--- src/rtl/stepper_pkg.sv ---
`default_nettype none
// ============================================================================
//  Module      : stepper_pkg
//  Description : Shared definitions for the stepper phase decoder.
//                - the coil phase-pattern table (same table the motor driver
//                  uses)
//                - the decoder FSM state enum
//                - default parameter constants
//                - a helper that classifies a coil pattern
//  Revision    : 1.0 - initial release
// ============================================================================
package stepper_pkg;

    // Default parameter values
    localparam int c_default_stable_cycles = 4;
    localparam int c_default_pos_width     = 16;
    localparam int c_default_period_width  = 20;

    // Coil patterns: phase index i energises coil bit i only
    localparam logic [3:0]      c_pattern_off   = 4'b0000;
    localparam logic [3:0][3:0] c_phase_pattern = {4'b1000, 4'b0100, 4'b0010, 4'b0001};

    typedef enum logic [1:0] {
        ST_IDLE   = 2'd0,   // no phase known
        ST_LOCKED = 2'd1,   // phase known, steps are tracked
        ST_FAULT  = 2'd2    // sticky until fault_clr
    } state_t;

    typedef struct packed {
        logic       legal;      // one of the five recognised patterns
        logic       energised;  // exactly one coil driven
        logic [1:0] idx;        // phase index when energised
    } phase_decode_t;

    function automatic phase_decode_t decode_pattern(input logic [3:0] pattern);
        phase_decode_t d;
        d.legal     = (pattern == c_pattern_off);
        d.energised = 1'b0;
        d.idx       = 2'd0;
        for (int i = 0; i < 4; i++) begin
            if (pattern == c_phase_pattern[i]) begin
                d.legal     = 1'b1;
                d.energised = 1'b1;
                d.idx       = 2'(i);
            end
        end
        return d;
    endfunction

endpackage
`default_nettype wire

--- src/rtl/stepper_phase_decoder_if.sv ---
`default_nettype none
// ============================================================================
//  Module      : stepper_phase_decoder_if
//  Description : Signal bundle between a coil-observing client and the
//                stepper phase decoder.
//                master : drives coils / fault_clr, observes decoder status
//                slave  : the decoder side
//                Signals: coils[3:0], fault_clr, step_pulse, dir,
//                position[POS_WIDTH-1:0] (signed), phase_idx[1:0], enabled,
//                fault, step_period[PERIOD_WIDTH-1:0]
//  Revision    : 1.0 - initial release
// ============================================================================
interface stepper_phase_decoder_if
    import stepper_pkg::*;
#(
    parameter int POS_WIDTH    = c_default_pos_width,
    parameter int PERIOD_WIDTH = c_default_period_width
);
    logic [3:0]                  coils;
    logic                        fault_clr;
    logic                        step_pulse;
    logic                        dir;
    logic signed [POS_WIDTH-1:0] position;
    logic [1:0]                  phase_idx;
    logic                        enabled;
    logic                        fault;
    logic [PERIOD_WIDTH-1:0]     step_period;

    modport master (
        output coils, fault_clr,
        input  step_pulse, dir, position, phase_idx, enabled, fault, step_period
    );

    modport slave (
        input  coils, fault_clr,
        output step_pulse, dir, position, phase_idx, enabled, fault, step_period
    );
endinterface
`default_nettype wire

--- src/rtl/stepper_glitch_filter.sv ---
`default_nettype none
// ============================================================================
//  Module      : stepper_glitch_filter
//  Description : Registers the coil inputs once and counts how many
//                consecutive edges sampled the same pattern. When a pattern
//                has been seen STABLE_CYCLES times and differs from the last
//                accepted pattern, a one-cycle accept strobe is emitted with
//                the pattern.
//  Ports       : clk, rst       - clock, synchronous active-high reset
//                i_coils[3:0]   - raw coil pattern
//                i_clear        - drop the count and forget the last accepted
//                                 pattern (so a held pattern is re-accepted)
//                o_accept       - one-cycle strobe, new pattern accepted
//                o_pattern[3:0] - the accepted pattern
//  Revision    : 1.0 - initial release
// ============================================================================
module stepper_glitch_filter
    import stepper_pkg::*;
#(
    parameter int STABLE_CYCLES = c_default_stable_cycles
) (
    input  logic       clk,
    input  logic       rst,
    input  logic [3:0] i_coils,
    input  logic       i_clear,
    output logic       o_accept,
    output logic [3:0] o_pattern
);

    localparam logic [7:0] c_stable_target = 8'(STABLE_CYCLES);

    logic [3:0] r_sample;
    logic [7:0] r_stable_cnt;
    logic [3:0] r_accepted;
    logic       r_accept;

    logic w_stable;
    logic w_new;

    assign w_stable = (r_stable_cnt == c_stable_target);
    assign w_new    = (r_sample != r_accepted);

    always_ff @(posedge clk) begin
        if (rst) begin
            r_sample     <= 4'b0000;
            r_stable_cnt <= 8'd0;
            r_accepted   <= 4'b0000;
            r_accept     <= 1'b0;
        end else begin
            r_sample <= i_coils;
            if (i_clear) begin
                r_stable_cnt <= 8'd0;
                r_accepted   <= 4'b0000;
                r_accept     <= 1'b0;
            end else begin
                // The edge that first samples a new pattern counts as one.
                if (i_coils != r_sample) begin
                    r_stable_cnt <= 8'd1;
                end else if (!w_stable) begin
                    r_stable_cnt <= r_stable_cnt + 8'd1;
                end
                // r_sample held STABLE_CYCLES samples, even if the raw input
                // has just moved on.
                r_accept <= w_stable && w_new;
                if (w_stable && w_new) begin
                    r_accepted <= r_sample;
                end
            end
        end
    end

    assign o_accept  = r_accept;
    assign o_pattern = r_accepted;

endmodule
`default_nettype wire

--- src/rtl/stepper_phase_decoder.sv ---
`default_nettype none
// ============================================================================
//  Module      : stepper_phase_decoder
//  Description : Watches the coil drive of a 4-phase stepper, filters it,
//                and tracks phase, direction, signed position and the
//                period between steps. Skipped steps and illegal patterns
//                latch a sticky fault that is released by fault_clr.
//  Ports       : system1000      - clock, rising edge
//                system1000_rst  - synchronous active-high reset
//                bus (slave)     - coils, fault_clr in; step_pulse, dir,
//                                  position, phase_idx, enabled, fault,
//                                  step_period out
//  Revision    : 1.0 - initial release
// ============================================================================
module stepper_phase_decoder
    import stepper_pkg::*;
#(
    parameter int STABLE_CYCLES = c_default_stable_cycles,
    parameter int POS_WIDTH     = c_default_pos_width,
    parameter int PERIOD_WIDTH  = c_default_period_width
) (
    input  logic                  system1000,
    input  logic                  system1000_rst,
    stepper_phase_decoder_if.slave bus
);

    localparam logic [PERIOD_WIDTH-1:0] c_period_max = '1;

    // Registered state and outputs
    state_t                  r_state;
    logic                    r_step_pulse;
    logic                    r_dir;
    logic [POS_WIDTH-1:0]    r_position;
    logic [1:0]              r_phase_idx;
    logic                    r_enabled;
    logic                    r_fault;
    logic [PERIOD_WIDTH-1:0] r_step_period;
    logic [PERIOD_WIDTH-1:0] r_period_cnt;

    // Next-state values
    state_t                  w_state_nxt;
    logic                    w_step_pulse_nxt;
    logic                    w_dir_nxt;
    logic [POS_WIDTH-1:0]    w_position_nxt;
    logic [1:0]              w_phase_idx_nxt;
    logic                    w_enabled_nxt;
    logic                    w_fault_nxt;
    logic [PERIOD_WIDTH-1:0] w_step_period_nxt;
    logic [PERIOD_WIDTH-1:0] w_period_cnt_nxt;

    logic                    w_accept;
    logic [3:0]              w_pattern;
    phase_decode_t           w_decoded;
    logic [1:0]              w_idx_delta;
    logic                    w_step;
    logic                    w_filter_clear;
    logic [PERIOD_WIDTH-1:0] w_period_cnt_inc;

    stepper_glitch_filter #(
        .STABLE_CYCLES (STABLE_CYCLES)
    ) u_filter (
        .clk       (system1000),
        .rst       (system1000_rst),
        .i_coils   (bus.coils),
        .i_clear   (w_filter_clear),
        .o_accept  (w_accept),
        .o_pattern (w_pattern)
    );

    assign w_decoded   = decode_pattern(w_pattern);
    // Modulo-4 distance: 1 = forward, 3 = reverse, 2 = a skipped step
    assign w_idx_delta = w_decoded.idx - r_phase_idx;
    assign w_period_cnt_inc = (r_period_cnt == c_period_max) ? c_period_max
                                                             : r_period_cnt + PERIOD_WIDTH'(1);

    always_comb begin
        w_state_nxt       = r_state;
        w_step_pulse_nxt  = 1'b0;
        w_dir_nxt         = r_dir;
        w_position_nxt    = r_position;
        w_phase_idx_nxt   = r_phase_idx;
        w_enabled_nxt     = r_enabled;
        w_fault_nxt       = r_fault;
        w_step_period_nxt = r_step_period;
        w_period_cnt_nxt  = r_period_cnt;
        w_filter_clear    = 1'b0;
        w_step            = 1'b0;

        if (r_state == ST_LOCKED) begin
            w_period_cnt_nxt = w_period_cnt_inc;
        end

        case (r_state)
            ST_IDLE: begin
                if (w_accept) begin
                    if (!w_decoded.legal) begin
                        w_state_nxt   = ST_FAULT;
                        w_fault_nxt   = 1'b1;
                        w_enabled_nxt = 1'b0;
                    end else if (w_decoded.energised) begin
                        w_state_nxt      = ST_LOCKED;
                        w_phase_idx_nxt  = w_decoded.idx;
                        w_enabled_nxt    = 1'b1;
                        w_period_cnt_nxt = '0;
                    end else begin
                        w_enabled_nxt = 1'b0;
                    end
                end
            end

            ST_LOCKED: begin
                if (w_accept) begin
                    if (!w_decoded.legal) begin
                        w_state_nxt   = ST_FAULT;
                        w_fault_nxt   = 1'b1;
                        w_enabled_nxt = 1'b0;
                    end else if (!w_decoded.energised) begin
                        w_state_nxt   = ST_IDLE;
                        w_enabled_nxt = 1'b0;
                    end else begin
                        case (w_idx_delta)
                            2'd1: begin
                                w_step         = 1'b1;
                                w_dir_nxt      = 1'b1;
                                w_position_nxt = r_position + POS_WIDTH'(1);
                            end
                            2'd3: begin
                                w_step         = 1'b1;
                                w_dir_nxt      = 1'b0;
                                w_position_nxt = r_position - POS_WIDTH'(1);
                            end
                            2'd2: begin
                                w_state_nxt   = ST_FAULT;
                                w_fault_nxt   = 1'b1;
                                w_enabled_nxt = 1'b0;
                            end
                            default: ;
                        endcase
                    end
                end
            end

            ST_FAULT: begin
                // Coil activity is ignored until the fault is cleared.
                if (bus.fault_clr) begin
                    w_state_nxt    = ST_IDLE;
                    w_fault_nxt    = 1'b0;
                    w_enabled_nxt  = 1'b0;
                    w_filter_clear = 1'b1;
                end
            end

            default: begin
                w_state_nxt = ST_IDLE;
            end
        endcase

        // A step publishes the elapsed period (counter + 1) and restarts
        // the counter.
        if (w_step) begin
            w_step_pulse_nxt  = 1'b1;
            w_phase_idx_nxt   = w_decoded.idx;
            w_step_period_nxt = w_period_cnt_inc;
            w_period_cnt_nxt  = '0;
        end
    end

    always_ff @(posedge system1000) begin
        if (system1000_rst) begin
            r_state       <= ST_IDLE;
            r_step_pulse  <= 1'b0;
            r_dir         <= 1'b0;
            r_position    <= '0;
            r_phase_idx   <= 2'd0;
            r_enabled     <= 1'b0;
            r_fault       <= 1'b0;
            r_step_period <= '0;
            r_period_cnt  <= '0;
        end else begin
            r_state       <= w_state_nxt;
            r_step_pulse  <= w_step_pulse_nxt;
            r_dir         <= w_dir_nxt;
            r_position    <= w_position_nxt;
            r_phase_idx   <= w_phase_idx_nxt;
            r_enabled     <= w_enabled_nxt;
            r_fault       <= w_fault_nxt;
            r_step_period <= w_step_period_nxt;
            r_period_cnt  <= w_period_cnt_nxt;
        end
    end

    assign bus.step_pulse  = r_step_pulse;
    assign bus.dir         = r_dir;
    assign bus.position    = r_position;
    assign bus.phase_idx   = r_phase_idx;
    assign bus.enabled     = r_enabled;
    assign bus.fault       = r_fault;
    assign bus.step_period = r_step_period;

endmodule
`default_nettype wire

--- src/flat_wrapper.sv ---
// flat-port wrapper written by rule: the top's interface ports become plain ports
module stepper_phase_decoder_flat import stepper_pkg::*;
#(
    parameter int STABLE_CYCLES = c_default_stable_cycles,
    parameter int POS_WIDTH     = c_default_pos_width,
    parameter int PERIOD_WIDTH  = c_default_period_width
)
  (system1000, system1000_rst, bus_coils, bus_fault_clr, bus_step_pulse, bus_dir, bus_position, bus_phase_idx, bus_enabled, bus_fault, bus_step_period);
  stepper_phase_decoder_if #(.POS_WIDTH(POS_WIDTH), .PERIOD_WIDTH(PERIOD_WIDTH)) bus_i ();
  input  logic system1000;
  input  logic system1000_rst;
  input wire logic [$bits(bus_i.coils)-1:0] bus_coils;
  input wire logic [$bits(bus_i.fault_clr)-1:0] bus_fault_clr;
  output wire logic [$bits(bus_i.step_pulse)-1:0] bus_step_pulse;
  output wire logic [$bits(bus_i.dir)-1:0] bus_dir;
  output wire logic [$bits(bus_i.position)-1:0] bus_position;
  output wire logic [$bits(bus_i.phase_idx)-1:0] bus_phase_idx;
  output wire logic [$bits(bus_i.enabled)-1:0] bus_enabled;
  output wire logic [$bits(bus_i.fault)-1:0] bus_fault;
  output wire logic [$bits(bus_i.step_period)-1:0] bus_step_period;
  assign bus_i.coils = bus_coils;
  assign bus_i.fault_clr = bus_fault_clr;
  assign bus_step_pulse = bus_i.step_pulse;
  assign bus_dir = bus_i.dir;
  assign bus_position = bus_i.position;
  assign bus_phase_idx = bus_i.phase_idx;
  assign bus_enabled = bus_i.enabled;
  assign bus_fault = bus_i.fault;
  assign bus_step_period = bus_i.step_period;
  stepper_phase_decoder #(.STABLE_CYCLES(STABLE_CYCLES), .POS_WIDTH(POS_WIDTH), .PERIOD_WIDTH(PERIOD_WIDTH)) u_core (.system1000(system1000), .system1000_rst(system1000_rst), .bus(bus_i));
endmodule
--- config.mk ---
export PLATFORM = sky130hd
export DESIGN_NAME = stepper_phase_decoder_flat
export DESIGN_NICKNAME = d
export VERILOG_FILES = /design/src/rtl/stepper_pkg.sv /design/src/rtl/stepper_phase_decoder_if.sv /design/src/rtl/stepper_glitch_filter.sv /design/src/rtl/stepper_phase_decoder.sv /design/src/flat_wrapper.sv
export SDC_FILE = /design/constraint.sdc
export NUM_CORES = 1
export LEC_CHECK = 0
export BUFFER_PORTS_ARGS = -buffer_cell sky130_fd_sc_hd__buf_2
export CELL_PAD_IN_SITES_DETAIL_PLACEMENT = 1
export CELL_PAD_IN_SITES_GLOBAL_PLACEMENT = 1
export CORE_MARGIN = 4
export CORE_UTILIZATION = 47
export CTS_CLUSTER_SIZE = 24
export DETAILED_ROUTE_END_ITERATION = 12
export PLACE_DENSITY = 0.91
export SLEW_MARGIN = 20
export SYNTH_ARGS = -nofsm -noshare
export SYNTH_HDL_FRONTEND = slang
export SYNTH_SLANG_ARGS = --single-unit
--- constraint.sdc ---
create_clock -name system1000 -period 7.7 [get_ports system1000]
set_input_delay 1.54 -clock system1000 [delete_from_list [all_inputs] [get_ports system1000]]
set_output_delay 1.54 -clock system1000 [all_outputs]
set_load 0.01 [all_outputs]
==> summary.md, run 1 <==
| Metric | Value |
|---|---|
| Fin crit period | 4.041 ns |
| Number of buffers inserted by hold repair at cts | 0 |
| DRC violations left | 0 |
| Die span in x | 103.2 um |
| Level count of the clock H-tree | 3 |
| Final Hold Fails | 0 |
| Top fanout value on the critical path | 9 |
| Library cell with the largest summed area after synthesis | dfxtp_1 |
| DP HPWL | 8046 um |
| Synthesized net count | 525 |
| Async set or reset register ratio after synthesis | 0 |
| Nets | 561 |
| Total wire length after detailed routing | 11360 um |
| Crit Path Category | reg -> reg |
| Worst Hold Slack | 0.4603 ns |
| #FFs+latches synth | 81 |
| Layout cells sized above 1 | 0.1473 |
| Status | finished, final reports clean |
| Area used by sequential logic in the layout | 0.001622 mm^2 |
| Diodes inserted | 0 |
| Data required time of the critical path | 7.98 ns |
| Yosys warns | 0 |
| Die Outline Area | 0.01065 mm^2 |
| Summed negative setup slack over all endpoints | 0 ns |
| Setup violations, final | 0 |
| Layout Skew | 0.006208 ns |
| Placeable core region | 0.008763 mm^2 |
| Library cell contributing the largest single delay on the critical path | dfxtp_1 |
| Pin count of the biggest net entering global routing | 53 |
| TritonCTS clock tree | built |
| Worst rel slew slack | 0.3449 |
| Longest individual stage delay on the worst path | 0.56 ns |
| Number of rows created at floorplan | 34 |
| Setup repair after global routing missed its margin | no |
| Initial core utilization | 0.4862 |
| Post-DRT Antenna Nets | 0 |
| Post-CTS clock slew at the launch and capture registers of the worst setup and hold paths | 0.09 ns |
| Top cell by count, worst path | xnor2_1 |
| Post-cts repair resize count | 0 |
| Boundary pin count | 49 |
| Max-slew violation count | 0 |
| Via/cell ratio | 6.008 |
| Top cells by area in the synthesized netlist | dfxtp_1 (38%), nor2_1 (6.6%), xnor2_1 (5.8%) |
| Max clock buf depth | 2 |
| Cell breakdown of the critical path | xnor2_1, nor3_1, inv_1, ha_1, xnor2_1, a211oi_2, nor2_1, xnor2_1, ha_1, or4_4, a2111oi_4, a31oi_1, or3_1, a21oi_1 |
| Count of buffers inserted at the top-level ports | 48 |
| Aggregate global-route resource usage | 0.2245 |
| Sequential cell area fraction in the yosys report | 0.3806 |
| Post-CTS setup buffers | 0 |
| Class of the tightest hold or removal check | reg -> reg |
| Syn Inst Count | 509 |
| Count of fill cells added during filler insertion | 1066 |
| Cell at the root of the clock tree | clkbuf_8 |
| Antenna violations before repair | 0 |
| Dpl cell area | 0.004547 mm^2 |
| Largest voltage drop on the vdd net | 0.09221 mV |
| Mean cell area of the mapped netlist | 8.370 um^2 |
| Post-synth EDFFs | 0 |
| Latest clock arrival within the worst-skew pair | 0.36 ns |
| Number of iterations in the first detailed-routing pass | 4 |
| Final global-route overflow total | 0 |
| Period utilisation layout | 0.5248 |
| Global-route wire length before repair | 19200 um |
| Worst setup EP type | flop |
| DR WL/cell | 17.27 um |
| Arrival time at the worst endpoint | 4.33 ns |
| Yosys top cell area share | 0.3806 |
| Num Clock Sinks | 81 |
| Area of combinational cells with multiple inputs | 0.002482 mm^2 |
| Die span in y | 103.2 um |
| Violation count after the first detailed-route iteration | 67 |
| Tightest Pin Transition | 0.9827 ns |
| Number of global-route vias before repair | 3937 |
| Post-synthesis instance area | 0.004260 mm^2 |
| Layout area overhead | 10.75% |
| Detailed-route via count | 3953 |
| Post-synthesis cell type count | 54 |
| Cell area after layout | 0.004718 mm^2 |
| Max-cap check violation count | 0 |
| Power density over cell area | 153.6 mW/mm^2 |
| Primary flip-flop cell chosen by synthesis mapping | dfxtp_1 |
| Maximum clock frequency | 0.2475 GHz |
| Kind of launch point of the worst setup path | flop |
| LEAKAGE | 1.757 nW |
| Number of buffers added by the clock tree synthesis step | 9 |
| Placer Congestion | 0.8489 |
## sequential cells by signal (all words and copies together) (netlist names)
register	cells
u_core.u_filter.o_accept	1
u_core.bus.step_period	20
u_core.bus.step_pulse	1
u_core.u_filter.r_stable_cnt	8
u_core.bus.position	16
u_core.u_filter.r_sample	4
u_core.r_period_cnt	20
u_core.r_state	2
u_core.u_filter.o_pattern	4
u_core.bus.fault	1
u_core.bus.phase_idx	2
u_core.bus.enabled	1
u_core.bus.dir	1
## worst paths after layout
path	start	endpoint	slack, ns	cells after the start
worst max register to register	u_core.u_filter.o_pattern[3]$_SDFFE_PP0P_	u_core.bus.position[8]$_SDFFE_PP0P_	3.66	14
worst max-delay path	u_core.u_filter.o_pattern[3]$_SDFFE_PP0P_	u_core.bus.position[8]$_SDFFE_PP0P_	3.66	14
worst min register to register	u_core.bus.step_period[19]$_SDFFE_PP0P_	u_core.bus.step_period[19]$_SDFFE_PP0P_	0.46	2
worst min-delay path	u_core.bus.step_period[19]$_SDFFE_PP0P_	u_core.bus.step_period[19]$_SDFFE_PP0P_	0.46	2
## cell usage after synthesis (3+ instances only)
master,count
a2111oi_0,4
or3_1,11
o22ai_1,3
o21ai_0,15
nand4_1,10
mux2i_1,10
or2_2,3
a31oi_1,5
nor4_1,10
nor2_1,75
and2_1,5
dfxtp_1,81
xor2_1,17
nand3_1,20
nand2b_1,3
nor3_1,31
and4_1,6
ha_1,9
clkbuf_1,16
a211oi_1,17
buf_2,8
a311oi_1,8
nor3b_1,3
and3_1,15
inv_1,10
xnor2_1,28
nand2_1,18
nor2b_1,6
a21oi_1,30
## critical path, delay by kind of cell, from the launching register on
family,cells,cell delay (ns)
and+or+nand+nor,4,1.33
buffers and inverters,1,0.08
xor gates and xnor gates,3,0.51
adders and majority gates,2,0.48
AOI/OAI and AO/OA,4,1.00
DFF,1,0.56
## through the flow
step / setup WS [ns] / total power, W / utilization / instances
after detailed placement: 3.708 / 0.0004478 / 0.5188 / 642
final: 3.659 / 0.0007249 / 0.5384 / 658
after CTS: 3.677 / 0.0007319 / 0.5384 / 658
after global routing: 3.301 / 0.0007531 / 0.5384 / 658
after global placement: 3.931 / 0.0004472 / 0.5188 / 642
after floorplan: 4.208 / 0.0004425 / - / 509
## placed cells by master (no fill, tap or decap), drive strengths merged, types with 2 or more instances in the layout
cell type  instances
a2111oi            5
a211o              2
a211oi            18
a21o               2
a21oi             30
a311oi             8
a31oi              5
and2               5
and3              15
and4               6
buf               52
clkbuf            11
clkinvlp           3
dfxtp             81
ha                 9
inv               11
mux2               2
mux2i             10
nand2             18
nand2b             3
nand3             20
nand4             10
nor2              75
nor2b              6
nor3              31
nor3b              3
nor4              11
nor4b              2
o211ai             3
o21a               2
o21ai             16
o22ai              3
or2                4
or3               12
or4                2
xnor2             28
xor2              17
## per-layer routing
metal  global-route usage  vias up  part of all wire
li1                     -     1919                 -
met1               0.2952     1962              0.46
met2               0.3853       60              0.50
met3              0.03555       12             0.030
met4              0.05677        0             0.012
met5                    0        -                 0
## area by class of cell
class,count,area share
multi-input combinational,391,0.5261
clock buffer,11,0.02784
clock inverter,5,0.008486
timing repair buffer,52,0.05728
tap,108,0.02864
inverter,10,0.007955
sequential,81,0.3437
## power by group
group	switching [W]	total [W]	leakage (nW)	internal, W
logic	0.0000102	0.0000158	1.03	0.00000557
registers	0.00000208	0.000422	0.654	0.000420
clock network	0.000168	0.000287	0.0762	0.000119
total	0.000180	0.000725	1.76	0.000545
## kinds of logic (layout without fill, tap and decap cells)
| family | count (synthesis) | count (layout) | share of synthesized area |
|---|---|---|---|
| XOR/XNOR | 45 | 45 | 0.09251 |
| buffers and inverters | 37 | 78 | 0.03671 |
| adder cells (fa/ha/maj) | 10 | 10 | 0.02878 |
| flip-flops | 81 | 81 | 0.3806 |
| AND/OR/NAND/NOR | 227 | 227 | 0.2790 |
| multiplexers | 12 | 12 | 0.02878 |
| AO/OA/AOI/OAI | 97 | 97 | 0.1536 |
Note: power is estimated with default switching activity, not from simulation.
==> run 2, diff against run 1 <==
--- a/config.mk
+++ b/config.mk
@@ -5,14 +5,15 @@
 export SDC_FILE = /design/constraint.sdc
 export NUM_CORES = 1
 export LEC_CHECK = 0
+export ABC_AREA = 1
 export BUFFER_PORTS_ARGS = -buffer_cell sky130_fd_sc_hd__buf_2
 export CELL_PAD_IN_SITES_DETAIL_PLACEMENT = 1
 export CELL_PAD_IN_SITES_GLOBAL_PLACEMENT = 1
 export CORE_MARGIN = 4
-export CORE_UTILIZATION = 47
+export CORE_UTILIZATION = 38
 export CTS_CLUSTER_SIZE = 24
 export DETAILED_ROUTE_END_ITERATION = 12
-export PLACE_DENSITY = 0.91
+export PLACE_DENSITY = 0.83
 export SLEW_MARGIN = 20
 export SYNTH_ARGS = -nofsm -noshare
 export SYNTH_HDL_FRONTEND = slang
==> constraint.sdc (replaced) <==
create_clock -name system1000 -period 3.3 [get_ports system1000]
set_input_delay 0.66 -clock system1000 [delete_from_list [all_inputs] [get_ports system1000]]
set_output_delay 0.66 -clock system1000 [all_outputs]
set_load 0.01 [all_outputs]
==> summary.md, run 2 <==
| Metric | Value |
|---|---|
| Status | finished, final reports clean |
| Most frequent cells in the layout | nand2_1 (134), inv_1 (79), dfxtp_1 (79) |
| Maximum clock frequency | 0.3380 GHz (+37%) |
| Relative contribution of combinational cells to total power | 0.020 (-0.002) |
| Pin count of the biggest net entering global routing | 42 (-21%) |
| Syn Inst Count | 637 (+25%) |
| Setup violations, final | 0 (unchanged) |
| Post-synthesis cell type count | 40 (-26%) |
| Crit Path Category | reg -> reg |
| Worst rel slew slack | 0.5436 (+0.1988) |
| Worst setup EP type | flop |
| R2R Path End | u_core.bus.position[10]$_SDFFE_PP0P_ |
| Max-cap check violation count | 0 (unchanged) |
| Total wire length after detailed routing | 12490 um (+9.9%) |
| Top fanout value on the critical path | 6 (-3) |
| Count of buffers inserted at the top-level ports | 48 (unchanged) |
| Worst Hold Depth | 2 (unchanged) |
| DRC violations left | 0 (unchanged) |
| Synthesized net count | 653 (+24%) |
| Start point of the worst hold path | u_core.bus.step_period[15]$_SDFFE_PP0P_ |
| R2R setup slack | 0.34 ns (-3.32 ns) |
| Library cell contributing the largest single delay on the critical path | dfxtp_1 |
| Die span in x | 116.3 um (+13%) |
| Commonest cells in the synthesized netlist | nand2_1 (135), dfxtp_1 (81), inv_1 (79), nor2_1 (51), o21ai_0 (48) |
| Nets | 702 (+25%) |
| Area used by sequential logic in the layout | 0.001624 mm^2 (+0.15%) |
| Primary flip-flop cell chosen by synthesis mapping | dfxtp_1 |
| Area of combinational cells with multiple inputs | 0.002415 mm^2 (-2.7%) |
| Boundary pin count | 49 (unchanged) |
| Aggregate global-route resource usage | 0.1912 (-0.03328) |
| Largest voltage drop on the vdd net | 0.2603 mV (+180%) |
| Power dissipated by switching net loads | 0.0004348 W (+140%) |
| DP HPWL | 8960 um (+11%) |
| Part of the power in registers | 0.485 (-0.097) |
| LEAKAGE | 2.392 nW (+36%) |
| Placer Congestion | 0.8305 (-2.2%) |
| Number of iterations in the first detailed-routing pass | 5 (+1) |
| Arrival time at the worst endpoint | 3.20 ns (-1.13 ns) |
| Final global-route overflow total | 0 (unchanged) |
| Die Outline Area | 0.01353 mm^2 (+27%) |
| Violation count after the first detailed-route iteration | 141 (+110%) |
| Post-DRT Antenna Nets | 0 (unchanged) |
| Number of placed instances, taps included | 814 (+27%) |
| Post-CTS clock slew at the launch and capture registers of the worst setup and hold paths | 0.06 ns (-0.03 ns) |
| Number of buffers inserted by hold repair at cts | 0 (unchanged) |
| Placeable core region | 0.01147 mm^2 (+31%) |
| Fin crit period | 2.959 ns (-1.082 ns) |
| #FFs+latches synth | 81 (unchanged) |
| Sequential cell area fraction in the yosys report | 0.3637 (-0.01688) |
| Async set or reset register ratio after synthesis | 0 (unchanged) |
| Longest individual stage delay on the worst path | 0.40 ns (-0.16 ns) |
| Num Clock Sinks | 81 (unchanged) |
| Count of fill cells added during filler insertion | 1481 (+39%) |
| Number of global-route vias before repair | 4539 (+15%) |
| Switching power share of the total | 0.2138 (-0.03475) |
| Level count of the clock H-tree | 3 (unchanged) |
| Data required time of the critical path | 3.54 ns (-4.44 ns) |
| Diodes inserted | 0 (unchanged) |
| Cell at the root of the clock tree | clkbuf_16 |
| DR WL/cell | 14.97 um (-13%) |
| Internal power | 0.001599 W (+190%) |
| Post-synthesis instance area | 0.004458 mm^2 (+4.6%) |
| Die span in y | 116.3 um (+13%) |
| Cell area after layout | 0.005127 mm^2 (+8.7%) |
| Kind of launch point of the worst setup path | flop |
| Latest clock arrival within the worst-skew pair | 0.34 ns (-0.02 ns) |
| Portion of total power attributed to the clock network | 0.496 (+0.100) |
| Global-route wire length before repair | 20850 um (+8.6%) |
| Antenna violations before repair | 0 (unchanged) |
| Layout area overhead | 15.02% |
| Max-slew violation count | 0 (unchanged) |
| Period utilisation layout | 0.8966 (+0.3718) |
| Yosys warns | 0 (unchanged) |
| Hold Path Sink | u_core.bus.step_period[15]$_SDFFE_PP0P_ |
| Via/cell ratio | 5.212 (-13%) |
| Top cells by area in the synthesized netlist | dfxtp_1 (36%), nand2_1 (11%), inv_1 (6.7%) |
| Summed negative setup slack over all endpoints | 0 ns (unchanged) |
| TritonCTS clock tree | built |
| Yosys top cell area share | 0.3637 (-0.01688) |
| RR Startpoint | u_core.u_filter.o_pattern[2]$_SDFFE_PP0P_ |
| Power density over cell area | 396.7 mW/mm^2 (+160%) |
| Final Hold Fails | 0 (unchanged) |
| Dpl cell area | 0.004788 mm^2 (+5.3%) |
| Layout Skew | 0.006033 ns (-0.0001751 ns) |
| Worst Hold Slack | 0.4556 ns (-0.004708 ns) |
| Library cell with the largest summed area after synthesis | dfxtp_1 |
| Top cell by count, worst path | nand2_1 |
| Number of cells on the worst reg-to-reg path | 27 (+13) |
| Number of buffers added by the clock tree synthesis step | 9 (unchanged) |
| Initial core utilization | 0.3888 (-0.09739) |
| Commonest non-fill, non-tap cell in the layout | nand2_1 |
| Class of the tightest hold or removal check | reg -> reg |
| Detailed-route via count | 4347 (+10%) |
| Tightest Pin Transition | 0.6757 ns (-0.3070 ns) |
| Mean cell area of the mapped netlist | 6.998 um^2 (-16%) |
| Non-filler cells in the finished layout | 834 (+27%) |
| Most common cell in the synthesized netlist | nand2_1 |
| Number of rows created at floorplan | 39 (+15%) |
| Max clock buf depth | 2 (unchanged) |
| Post-synth EDFFs | 0 (unchanged) |
| Layout cells sized above 1 | 0.1737 (+0.02639) |
## run 2: cell types whose count changed in the layout (fill, tap and decap cells not counted), moves of 19 or more
cell     before  now
nand2_1      18  134
nand2_2       0   19
nor2_1       75   51
o21ai_0      15   48
inv_1        10   79
o21ai_1       1   26
nand3_1      20   43
nor3_1       31    5
## run 2: per-layer routing
metal  wire length, um  track usage  up-vias  share of wire
met3               415      0.03886       20          0.033
met1              5552       0.2231     2096           0.44
met2              6301       0.3421       71           0.50
met5                 0            0        -              0
met4               219      0.07502        0          0.018
li1                  -            -     2160              -
## run 2: cell families (layout without fill, tap and decap cells)
family          after synthesis  in the layout  share of synthesized area
flops                        81             81                     0.3637
simple gates                288            288                     0.3034
buf+inv                     104            158                    0.09823
xor+xnor                     27             27                    0.05304
compound gates              128            128                     0.1563
fa+ha+maj                     9              9                    0.02526
## run 2: area by class of cell
| type | instances | area share |
|---|---|---|
| multi-input cells | 452 | 0.4710 |
| flip-flops and latches | 81 | 0.3167 |
| inverters | 87 | 0.06369 |
| repair buffers | 55 | 0.05710 |
| clock buffers | 13 | 0.04880 |
| well taps | 143 | 0.03490 |
| clock inverters | 3 | 0.007809 |
## run 2: repair_timing
| item | in CTS | in global routing |
|---|---|---|
| setup buffers | 0 | 4 |
| setup endpoints to repair | 0 | 10 |
| resized for setup | 0 | 5 |
## run 2: per-stage QoR
step                total power [W]    util  setup slack, ns
finish                     0.002034  0.4471           0.3414
global route               0.002115  0.4471        -0.009160
CTS                        0.002058  0.4429           0.1483
detailed placement         0.001048  0.4176           0.1991
global placement           0.001045  0.4176           0.4656
floorplan                  0.001033       -           0.6045
## run 2: how the worst max path moves through the flow
| stage | from | endpoint | cells past startpoint |
|---|---|---|---|
| 4_1_cts | u_core.u_filter.o_pattern[3]$_SDFFE_PP0P_ | u_core.bus.position[10]$_SDFFE_PP0P_ | 27 |
| 2_1_floorplan | u_core.u_filter.o_pattern[3]$_SDFFE_PP0P_ | u_core.bus.position[14]$_SDFFE_PP0P_ | 28 |
| 3_5_place_dp | u_core.u_filter.o_pattern[3]$_SDFFE_PP0P_ | u_core.bus.position[10]$_SDFFE_PP0P_ | 25 |
| 6_report | u_core.u_filter.o_pattern[2]$_SDFFE_PP0P_ | u_core.bus.position[10]$_SDFFE_PP0P_ | 27 |
| 5_1_grt | u_core.u_filter.o_pattern[2]$_SDFFE_PP0P_ | u_core.bus.position[10]$_SDFFE_PP0P_ | 27 |
| 3_3_place_gp | u_core.u_filter.o_pattern[3]$_SDFFE_PP0P_ | u_core.bus.position[10]$_SDFFE_PP0P_ | 27 |
## run 2: critical path, delay by kind of cell (launching register included)
family / cells / cell delay, ns
AO/OA/AOI/OAI: 2 / 0.34
adder cells (fa/ha/maj): 2 / 0.40
buffers and inverters: 6 / 0.35
flip-flops: 1 / 0.40
AND/OR/NAND/NOR: 17 / 1.37
## run 2: power groups by stage
stage | Sequential (W) | Combinational (W) | Clock (W)
after floorplan | 0.00101 | 0.0000265 | 0
after global placement | 0.00101 | 0.0000381 | 0
after detailed placement | 0.00101 | 0.0000403 | 0
after CTS | 0.000985 | 0.0000408 | 0.00103
after global routing | 0.000985 | 0.0000464 | 0.00108
final | 0.000986 | 0.0000402 | 0.00101
==> run 3, diff against run 2 <==
--- a/config.mk
+++ b/config.mk
@@ -10,10 +10,11 @@
 export CELL_PAD_IN_SITES_DETAIL_PLACEMENT = 1
 export CELL_PAD_IN_SITES_GLOBAL_PLACEMENT = 1
 export CORE_MARGIN = 4
-export CORE_UTILIZATION = 38
+export CORE_UTILIZATION = 40
+export CTS_BUF_LIST = sky130_fd_sc_hd__clkbuf_8
 export CTS_CLUSTER_SIZE = 24
 export DETAILED_ROUTE_END_ITERATION = 12
-export PLACE_DENSITY = 0.83
+export PLACE_DENSITY = 0.86
 export SLEW_MARGIN = 20
 export SYNTH_ARGS = -nofsm -noshare
 export SYNTH_HDL_FRONTEND = slang
==> summary.md, run 3 (synthesized netlist as in run 2, its figures left out) <==
| Metric | Value |
|---|---|
| Fin crit period | 2.962 ns (+0.003111 ns) |
| Total power of the final layout | 0.001791 W (-12%) |
| Via/cell ratio | 5.213 (about the same) |
| Number of placed instances, taps included | 811 (-0.37%) |
| DR WL/cell | 15.17 um (+1.3%) |
| Die span in x | 113.6 um (-2.4%) |
| Most frequent cells in the layout | nand2_1 (135), dfxtp_1 (79), inv_1 (78) |
| Aggregate global-route resource usage | 0.1988 (+0.007539) |
| Setup violations, final | 0 (unchanged) |
| Worst rel slew slack | 0.5295 (-0.01412) |
| Worst setup EP type | flop |
| Setup repair after global routing missed its margin | no |
| Top fanout value on the critical path | 4 (-2) |
| Nets | 702 (unchanged) |
| Layout Skew | 0.01318 ns (+0.007144 ns) |
| Post-DRT Antenna Nets | 0 (unchanged) |
| Pin count of the biggest net entering global routing | 42 (unchanged) |
| Final Hold Fails | 0 (unchanged) |
| Tightest Pin Transition | 0.6966 ns (+0.02091 ns) |
| Kind of launch point of the worst setup path | flop |
| Max clock buf depth | 2 (unchanged) |
| Maximum clock frequency | 0.3376 GHz (-0.11%) |
| DP HPWL | 9038 um (+0.87%) |
| Portion of total power attributed to the clock network | 0.428 (-0.068) |
| TritonCTS clock tree | built |
| Max-slew violation count | 0 (unchanged) |
| Internal power | 0.001350 W (-16%) |
| LEAKAGE | 2.341 nW (-2.2%) |
| Relative contribution of combinational cells to total power | 0.022 (+0.002) |
| Count of fill cells added during filler insertion | 1469 (-0.81%) |
| Latest clock arrival within the worst-skew pair | 0.37 ns (+0.03 ns) |
| Number of buffers inserted by hold repair at cts | 0 (unchanged) |
| Status | finished, final reports clean |
| Number of global-route vias before repair | 4408 (-2.9%) |
| Class of the tightest hold or removal check | reg -> reg |
| Antenna violations before repair | 0 (unchanged) |
| Layout cells sized above 1 | 0.1766 (+0.002894) |
| Power density over cell area | 355.7 mW/mm^2 (-10%) |
| Worst Hold Slack | 0.4605 ns (+0.004972 ns) |
| Initial core utilization | 0.4094 (+0.02068) |
| Die span in y | 113.6 um (-2.4%) |
| Total wire length after detailed routing | 12610 um (+0.93%) |
| Period utilisation layout | 0.8975 (+0.0009427) |
| Global-route wire length before repair | 21130 um (+1.3%) |
| Power dissipated by switching net loads | 0.0004415 W (+1.5%) |
| Level count of the clock H-tree | 3 (unchanged) |
| Arrival time at the worst endpoint | 3.28 ns (+0.08 ns) |
| Data required time of the critical path | 3.62 ns (+0.08 ns) |
| Number of rows created at floorplan | 38 (-2.6%) |
| Count of buffers inserted at the top-level ports | 48 (unchanged) |
| Final global-route overflow total | 0 (unchanged) |
| Layout area overhead | 12.97% |
| Placer Congestion | 0.8413 (+1.3%) |
| Switching power share of the total | 0.2465 (+0.03271) |
| Violation count after the first detailed-route iteration | 186 (+32%) |
| Detailed-route via count | 4332 (-0.35%) |
| Max-cap check violation count | 0 (unchanged) |
| Number of iterations in the first detailed-routing pass | 4 (-1) |
| Part of the power in registers | 0.550 (+0.065) |
| Die Outline Area | 0.01290 mm^2 (-4.7%) |
| Number of buffers added by the clock tree synthesis step | 9 (unchanged) |
| Placeable core region | 0.01089 mm^2 (-5.1%) |
| DRC violations left | 0 (unchanged) |
| Post-CTS clock slew at the launch and capture registers of the worst setup and hold paths | 0.09 ns (+0.03 ns) |
| Summed negative setup slack over all endpoints | 0 ns (unchanged) |
| Largest voltage drop on the vdd net | 0.1515 mV (-42%) |
| Diodes inserted | 0 (unchanged) |
| Crit Path Category | reg -> reg |
| Num Clock Sinks | 81 (unchanged) |
| Commonest non-fill, non-tap cell in the layout | nand2_1 |
| Cell at the root of the clock tree | clkbuf_8 |
| Non-filler cells in the finished layout | 831 (-0.36%) |
| Boundary pin count | 49 (unchanged) |
run 3: critical path, stage by stage (launching register included):
cell and delay (ns):
dfxtp_1 0.41, inv_2 0.07, nand2_1 0.10, nor3_1 0.06, a31oi_1 0.24, ha_1 0.22
nand2_1 0.06, nand2_1 0.08, nand3_1 0.17, nand2_8 0.14, nand2_8 0.05, inv_2 0.05
nand2_1 0.04, nand2_1 0.05, inv_1 0.04, ha_1 0.18, inv_1 0.06, o21ai_0 0.12
nand2_1 0.10, nand2_2 0.08, nand2_2 0.09, nand2_1 0.09, nand2_1 0.10, nand2_1 0.07
nand2_1 0.10, nand3_1 0.06, nand2_1 0.07
run 3: metal layers:
layer / vias up / global-route usage / routed length [um] / share of wire
met5: - / 0 / 0 / 0
met4: 0 / 0.06971 / 218 / 0.017
met3: 17 / 0.02440 / 364 / 0.029
met2: 66 / 0.3541 / 6454 / 0.51
met1: 2084 / 0.2465 / 5567 / 0.44
li1: 2165 / - / - / -
run 3: path summary, 6_finish.rpt:
kind / slack, ns / to / depth (start not counted) / startpoint
setup / recovery: 0.34 / u_core.bus.position[10]$_SDFFE_PP0P_ / 26 / u_core.u_filter.o_pattern[2]$_SDFFE_PP0P_
hold / removal: 0.46 / u_core.bus.step_period[19]$_SDFFE_PP0P_ / 2 / u_core.bus.step_period[19]$_SDFFE_PP0P_
setup reg to reg: 0.34 / u_core.bus.position[10]$_SDFFE_PP0P_ / 26 / u_core.u_filter.o_pattern[2]$_SDFFE_PP0P_
hold reg to reg: 0.46 / u_core.bus.step_period[19]$_SDFFE_PP0P_ / 2 / u_core.bus.step_period[19]$_SDFFE_PP0P_
run 3: repair_timing:
item / CTS / global route
resized for setup: 0 / 5
setup endpoints to repair: 0 / 7
setup buffers: 0 / 4
run 3: layout make-up:
type	count	area [um^2]	share of cell area
multi-input cells	452	2407	0.4780
flip-flops and latches	81	1624	0.3225
inverters	87	330.3	0.06559
repair buffers	55	296.5	0.05888
well taps	140	175.2	0.03478
clock buffers	9	123.9	0.02460
clock inverters	7	78.83	0.01565
run 3: metrics by stage:
stage          setup WS (ns)    util  instance area, um^2
6_report              0.3382  0.4625                 5036
5_1_grt              0.03311  0.4625                 5036
4_1_cts               0.1940  0.4581                 4987
3_5_place_dp          0.2249  0.4394                 4785
3_3_place_gp          0.4206  0.4394                 4785
2_1_floorplan         0.6045       -                 4458
run 3: power groups by stage:
stage | Clock (W) | Combinational, W | Sequential, W
floorplan | 0 | 0.0000265 | 0.00101
global placement | 0 | 0.0000376 | 0.00101
detailed placement | 0 | 0.0000396 | 0.00101
CTS | 0.000792 | 0.0000401 | 0.000985
global route | 0.000831 | 0.0000459 | 0.000985
finish | 0.000767 | 0.0000398 | 0.000984
